===== src/rtl/pipe_ctrl_pkg.sv =====
// Shared encodings for the pipeline hazard controller: per-register control codes,
// fetch redirect types and the interrupt sequencing FSM states.
package pipe_ctrl_pkg;

    localparam logic [1:0] CTR_ADV  = 2'b00;
    localparam logic [1:0] CTR_BUB  = 2'b01;
    localparam logic [1:0] CTR_HOLD = 2'b10;

    localparam logic [1:0] JT_NONE = 2'b00;
    localparam logic [1:0] JT_JMPR = 2'b01;
    localparam logic [1:0] JT_JMPI = 2'b10;
    localparam logic [1:0] JT_INT  = 2'b11;

    typedef enum logic [1:0] {
        RUN      = 2'b00,
        DRAIN    = 2'b01,
        REDIRECT = 2'b10
    } state_t;

    // Taken-jump redirect type from the target-kind bit.
    function automatic logic [1:0] jump_type(input logic imm_target);
        return imm_target ? JT_JMPI : JT_JMPR;
    endfunction

endpackage


===== src/rtl/pipeline_hazard_ctrl_load_use_cmp.sv =====
// Load-use detector: flags a hazard when any read operand of the ID instruction
// names the destination of the load currently in EX.
module load_use_cmp #(
    parameter int REG_W       = 4,
    parameter int NSRC        = 2,
    parameter int ZERO_EXEMPT = 0
) (
    input  logic                    is_load_i,
    input  logic [NSRC-1:0]         src_use_i,
    input  logic [NSRC*REG_W-1:0]   src_id_i,
    input  logic [REG_W-1:0]        dst_ex_i,
    output logic                    hazard_o
);

    logic [NSRC-1:0] match_s;
    logic            exempt_s;

    // Per-operand index comparators.
    always_comb begin
        match_s = {NSRC{1'b0}};
        for (int i = 0; i < NSRC; i++) begin
            match_s[i] = src_use_i[i] && (src_id_i[i*REG_W +: REG_W] == dst_ex_i);
        end
    end

    // A match implies src == dst, so masking on dst == 0 exempts register 0 on both sides.
    assign exempt_s = (ZERO_EXEMPT != 0) && (dst_ex_i == {REG_W{1'b0}});
    assign hazard_o = is_load_i && !exempt_s && (|match_s);

endmodule


===== src/rtl/pipeline_hazard_ctrl.sv =====
// Stall/flush/redirect controller: per-register advance/bubble/hold, jump redirects,
// latched prioritised interrupts with a drain/redirect sequence, and a stall watchdog.
module pipeline_hazard_ctrl
    import pipe_ctrl_pkg::*;
#(
    parameter int NSTAGE      = 4,
    parameter int REG_W       = 4,
    parameter int NSRC        = 2,
    parameter int NINT        = 3,
    parameter int CNT_W       = 4,
    parameter int ZERO_EXEMPT = 0
) (
    input  logic                                    clk,
    input  logic                                    rst,
    input  logic                                    pval,
    input  logic [NSTAGE-1:0]                       busy,
    input  logic [1:0]                              jmp,
    input  logic [NINT-1:0]                         intp,
    input  logic                                    int_en,
    input  logic                                    is_load,
    input  logic [NSRC-1:0]                         src_use,
    input  logic [NSRC*REG_W-1:0]                   src_id,
    input  logic [REG_W-1:0]                        dst_ex,
    output logic [2*NSTAGE-1:0]                     stage_ctr,
    output logic [1:0]                              jmp_type,
    output logic [((NINT > 1) ? $clog2(NINT) : 1)-1:0] int_cause,
    output logic                                    int_ack,
    output logic [CNT_W-1:0]                        stall_cnt,
    output logic                                    hang
);

    localparam int CW = (NINT > 1) ? $clog2(NINT) : 1;
    localparam logic [CNT_W-1:0] CNT_MAX = {CNT_W{1'b1}};

    state_t              state_q, state_d;
    logic [NINT-1:0]     pend_q, pend_d, pend_clr_s;
    logic [CW-1:0]       cause_q, cause_d, pend_low_s;
    logic [2*NSTAGE-1:0] ctr_q, ctr_d;
    logic [1:0]          jt_q, jt_d;
    logic                ack_q, ack_d;
    logic [CNT_W-1:0]    cnt_q, cnt_d;
    logic                hang_q, hang_d;
    logic                lu_haz_s;
    logic                busy_any_s;
    logic                any_hold_s;
    int                  busy_top_s;

    load_use_cmp #(
        .REG_W       (REG_W),
        .NSRC        (NSRC),
        .ZERO_EXEMPT (ZERO_EXEMPT)
    ) u_load_use_cmp (
        .is_load_i (is_load),
        .src_use_i (src_use),
        .src_id_i  (src_id),
        .dst_ex_i  (dst_ex),
        .hazard_o  (lu_haz_s)
    );

    assign busy_any_s = |busy;

    // Highest busy register and lowest (highest-priority) pending cause.
    always_comb begin
        busy_top_s = 0;
        pend_low_s = {CW{1'b0}};
        for (int k = 0; k < NSTAGE; k++) begin
            if (busy[k]) begin
                busy_top_s = k;
            end else begin
                busy_top_s = busy_top_s;
            end
        end
        for (int i = NINT - 1; i >= 0; i--) begin
            if (pend_q[i]) begin
                pend_low_s = CW'(i);
            end else begin
                pend_low_s = pend_low_s;
            end
        end
    end

    // FSM next state and next registered controls.
    always_comb begin
        state_d = state_q;
        cause_d = cause_q;
        ctr_d   = {(2*NSTAGE){1'b0}};
        jt_d    = JT_NONE;
        ack_d   = 1'b0;
        case (state_q)
            RUN: begin
                if (|pend_q) begin
                    state_d = DRAIN;
                    cause_d = pend_low_s;
                    if (busy_any_s) begin
                        ctr_d = {NSTAGE{CTR_HOLD}};
                    end else begin
                        ctr_d = {NSTAGE{CTR_ADV}};
                    end
                end else if (busy_any_s) begin
                    for (int k = 0; k < NSTAGE; k++) begin
                        if (k <= busy_top_s) begin
                            ctr_d[2*k +: 2] = CTR_HOLD;
                        end else if (k == busy_top_s + 1) begin
                            ctr_d[2*k +: 2] = CTR_BUB;
                        end else begin
                            ctr_d[2*k +: 2] = CTR_ADV;
                        end
                    end
                end else if (!pval) begin
                    ctr_d[3:2] = CTR_BUB;
                end else if (lu_haz_s) begin
                    // The jump is dropped here; ID re-presents it once the load resolves.
                    ctr_d[1:0] = CTR_HOLD;
                    ctr_d[3:2] = CTR_BUB;
                end else if (jmp[0]) begin
                    ctr_d[1:0] = CTR_BUB;
                    jt_d       = jump_type(jmp[1]);
                end else begin
                    ctr_d = {NSTAGE{CTR_ADV}};
                end
            end
            DRAIN: begin
                if (busy_any_s) begin
                    ctr_d = {NSTAGE{CTR_HOLD}};
                end else begin
                    state_d = REDIRECT;
                end
            end
            REDIRECT: begin
                ctr_d   = {NSTAGE{CTR_BUB}};
                jt_d    = JT_INT;
                ack_d   = 1'b1;
                state_d = RUN;
            end
            default: begin
                state_d = RUN;
            end
        endcase
    end

    // Pending causes: new samples win over a same-cycle acknowledge.
    always_comb begin
        pend_clr_s = {NINT{1'b0}};
        for (int i = 0; i < NINT; i++) begin
            pend_clr_s[i] = (state_q == REDIRECT) && (cause_q == CW'(i));
        end
        pend_d = (pend_q & ~pend_clr_s) | (intp & {NINT{int_en}});
    end

    // Watchdog follows the controls being registered this edge.
    always_comb begin
        any_hold_s = 1'b0;
        for (int k = 0; k < NSTAGE; k++) begin
            if (ctr_d[2*k +: 2] == CTR_HOLD) begin
                any_hold_s = 1'b1;
            end else begin
                any_hold_s = any_hold_s;
            end
        end
        if (!any_hold_s) begin
            cnt_d = {CNT_W{1'b0}};
        end else if (cnt_q == CNT_MAX) begin
            cnt_d = CNT_MAX;
        end else begin
            cnt_d = cnt_q + CNT_W'(1);
        end
        hang_d = (cnt_d == CNT_MAX);
    end

    // State and output registers, updated on the falling clock edge.
    always_ff @(negedge clk or posedge rst) begin
        if (rst) begin
            state_q <= RUN;
            pend_q  <= {NINT{1'b0}};
            cause_q <= {CW{1'b0}};
            ctr_q   <= {(2*NSTAGE){1'b0}};
            jt_q    <= JT_NONE;
            ack_q   <= 1'b0;
            cnt_q   <= {CNT_W{1'b0}};
            hang_q  <= 1'b0;
        end else begin
            state_q <= state_d;
            pend_q  <= pend_d;
            cause_q <= cause_d;
            ctr_q   <= ctr_d;
            jt_q    <= jt_d;
            ack_q   <= ack_d;
            cnt_q   <= cnt_d;
            hang_q  <= hang_d;
        end
    end

    assign stage_ctr = ctr_q;
    assign jmp_type  = jt_q;
    assign int_cause = cause_q;
    assign int_ack   = ack_q;
    assign stall_cnt = cnt_q;
    assign hang      = hang_q;

endmodule


===== config.mk =====
export PLATFORM = sky130hd
export DESIGN_NAME = pipeline_hazard_ctrl
export DESIGN_NICKNAME = d
export VERILOG_FILES = /design/src/rtl/pipe_ctrl_pkg.sv /design/src/rtl/pipeline_hazard_ctrl_load_use_cmp.sv /design/src/rtl/pipeline_hazard_ctrl.sv
export SDC_FILE = /design/constraint.sdc
export NUM_CORES = 1
export LEC_CHECK = 0
export CORE_AREA = 2 2 72 74
export DETAILED_ROUTE_END_ITERATION = 10
export DIE_AREA = 0 0 74 76
export PLACE_DENSITY = 0.49
export RECOVER_POWER = 100
export SETUP_SLACK_MARGIN = 0.15
export SLEW_MARGIN = 20
export SYNTH_ARGS = -nofsm -noshare
export SYNTH_HDL_FRONTEND = slang
export SYNTH_HIERARCHICAL = 1
export SYNTH_SLANG_ARGS = --single-unit

===== constraint.sdc =====
create_clock -name clk -period 1.9 [get_ports clk]
set_clock_uncertainty 0.2 [all_clocks]
set_input_delay 0.38 -clock clk [delete_from_list [all_inputs] [get_ports clk]]
set_output_delay 0.38 -clock clk [all_outputs]
set_load 0.05 [all_outputs]

==> run_results.csv, run 1 <==
group,metric,value,unit
floorplan,core,4910,µm²
floorplan,core.rowCount,26,
worst_setup_path,path_cells,"buf_8 > xnor2_2 > nand3_1 > o41ai_2 > nand2_1 > o32a_4 > a311oi_2",
power_and_ir_drop,p_leak,0.943,nW
worst_setup_path,path_buf_inv,1,
clocking,cts_buffer_depth,2,
power_and_ir_drop,powerDensity,910,nW/µm²
power_and_ir_drop,ir_drop,567,µV
synth,yosysWarningCount,6,
drt,drt_pass1_iterations,4,
drt,routed_wl,3.18,mm
worst_setup_path,cpLargestDelayFamily,"compound AO/OA/AOI/OAI gates",
synth,synth-edff-count,0,
synth,synth_area,1140,µm²
synth,avgSynthCellArea,10.7,µm²
place,gp_congestion,0.812,
synth,dominantRegCellSynth,"dfrtn_1",
clocking,clkLatencyLatePin,280,ps
worst_setup_path,end_kind,"register",
drt,drt-vias-per-instance,4.47,
global_routing,grt_pass1_vias,1226,
timing,relSlewSlack,61.2,%
clocking,htree_levels,1,
global_routing,antenna_found_initial,0,
floorplan,die_w,74,µm
global_routing,grt_pass1_wl,5.22,mm
timing,hold_viol,0,
cells_and_area,diodes,0,
cells_and_area,layout_commonest_cell,"dfrtn_1",
run_status,outcome,"complete, but fails checks",
clocking,cts_buffers,3,
cells_and_area,synthToLayoutAreaGrowth,93.1,%
global_routing,gr-total-overflow,0,
worst_setup_path,crit_fanout,6,
timing,tightest_slew,578,ps
floorplan,ioPinCount,46,
drt,wire_per_inst,12.7,µm
floorplan,die_y,76,µm
global_routing,track_usage,11.8,%
drt,postRouteAntennaNets,0,
synth,ys_seq_area_share,50.7,%
worst_setup_path,start_kind,"primary input",
synth,ys_async_sr_fraction,100,%
cells_and_area,fin_nets,211,
worst_setup_path,critPathMaxStageDelay,370,ps
floorplan,initial_core_util,23.1,%
clocking,cts_tree,"built",
synth,ys_ff_latch,23,
clocking,root_buffer,"clkbuf_8",
worst_setup_path,crit_slowest_cell,"o41ai_2",
synth,synthCells,106,
timing,rsz0062_at_grt,"true",
cells_and_area,layout_common_cells,"dfrtn_1, buf_12, buf_4",
global_routing,grt_max_degree,18,
worst_setup_path,worstSetupPathType,"in -> reg",
floorplan,design.die.area,5620,µm²
run_status,violations,"negative setup slack",
timing,slew_violations,0,
drt,drc,0,
synth,synth_cell_types,40,
synth,synthesis.nets,135,
place,io_buffers,45,
drt,vias,1121,
flow_run,maxCapViolCount,0,
place,pre_cts_ws,-1440,ps
timing,setup_viol,33,
timing,fin_ws,-763,ps
clocking,cts.sinks,23,
power_and_ir_drop,totalPowerFinal,2.00,mW
worst_setup_path,cp.arrival,1800,ps
worst_setup_path,crit_required,1040,ps
drt,first_iter_violations,75,
place,hpwl,2.40,mm
cells_and_area,drive_gt1_share,50.8,%
min_path,hold_path_class,"reg -> reg",
clocking,clkTransAtPathRegs,60,ps
[layout make-up]
class | instances | area [µm²]
well taps | 70 | 87.6
fillers | 488 | 2720
repair buffers | 74 | 823
flip-flops and latches | 23 | 576
clock buffers | 4 | 45.0
multi-input cells | 74 | 638
inverters | 6 | 23.8
[metal layers]
layer  wire [µm]  GRT usage (%)  vias up
met4          85           6.00        0
met3         146           2.25        7
met1        1200           12.4      536
met2        1740           21.6       40
li1            -              -      538
met5           0              0        -
[what timing repair did]
action	CTS	global route
pin swaps	18	4
setup buffers	7	5
endpoints found under the setup margin	38	36
resized for setup	103	11
gates cloned	0	0
hold buffers	0	0
[report_power, final]
part / switching, mW / internal [mW]
Sequential: 0.0703 / 0.565
Combinational: 0.525 / 0.527
Clock: 0.158 / 0.150
Total: 0.753 / 1.24
[flip-flops by register name (all words and copies together) (netlist names)]
signal	count
stage_ctr	8
stall_cnt	4
pend_q	3
int_cause	2
jmp_type	2
state_q	2
hang	1
int_ack	1
[stage by stage]
step	std cells	util [%]	hold WS, ps	cell area, µm²	setup TNS [ps]
after global placement	235	40.9	282	2010	-24130
final	251	44.7	333	2190	-17040
after global routing	251	44.7	346	2190	-18450
after CTS	246	44.2	329	2170	-16840
after floorplan	106	-	278	1160	-13810
after detailed placement	235	40.9	300	2010	-25460
[worst reg2reg max path, stage by stage (launching register included)]
cell,delay (ps)
dfrtn_1,380
buf_4,150
buf_4,140
ha_1,290
inv_1,70
or4_1,540
a311oi_2,240
[cells in the mapped netlist (2+ instances only)]
library cell | n | share of area [%]
nand4_1 | 2 | 1.1
o31ai_1 | 2 | 1.3
o21ai_0 | 4 | 1.8
a21oi_1 | 5 | 2.2
and2_1 | 2 | 1.1
inv_1 | 6 | 2.0
dfrtn_1 | 23 | 51
xor2_1 | 6 | 4.6
nand2_1 | 4 | 1.3
nor3_1 | 4 | 1.8
nand3_1 | 4 | 1.8
nor2_1 | 10 | 3.3
nand3b_1 | 4 | 2.6
clkbuf_1 | 2 | 0.66
nand2b_1 | 2 | 1.1
xnor2_1 | 2 | 1.5
[cell families after synthesis]
| kind of cell | share of synthesized area, % |
|---|---|
| flops | 50.7 |
| buf+inv | 3.08 |
| simple gates | 20.4 |
| xor+xnor | 6.17 |
| compound gates | 18.6 |
| fa+ha+maj | 1.10 |
[path summary, 6_finish.rpt]
kind | start | to | slack (ps) | depth (start not counted)
worst max-delay path | src_id[6] | hang | -760 | 7
min in group asynchronous | rst | stage_ctr[6] | 1210 | 3
worst min-delay path | pend_q[0] | int_cause[1] | 330 | 3
worst max register to register | stall_cnt[1] | hang | -100 | 6
worst min register to register | pend_q[0] | int_cause[1] | 330 | 3
max in group asynchronous | rst | stall_cnt[0] | 40 | 3
No activity file was read; power rests on OpenSTA's default activity.
==> run 2, diff against run 1 <==
--- a/config.mk
+++ b/config.mk
@@ -6,6 +6,7 @@
 export NUM_CORES = 1
 export LEC_CHECK = 0
 export CORE_AREA = 2 2 72 74
+export CTS_CLUSTER_SIZE = 10
 export DETAILED_ROUTE_END_ITERATION = 10
 export DIE_AREA = 0 0 74 76
 export PLACE_DENSITY = 0.49
==> results of run 2 <==
Same layout as run 1: the final DEF is identical, and so are final timing and power.
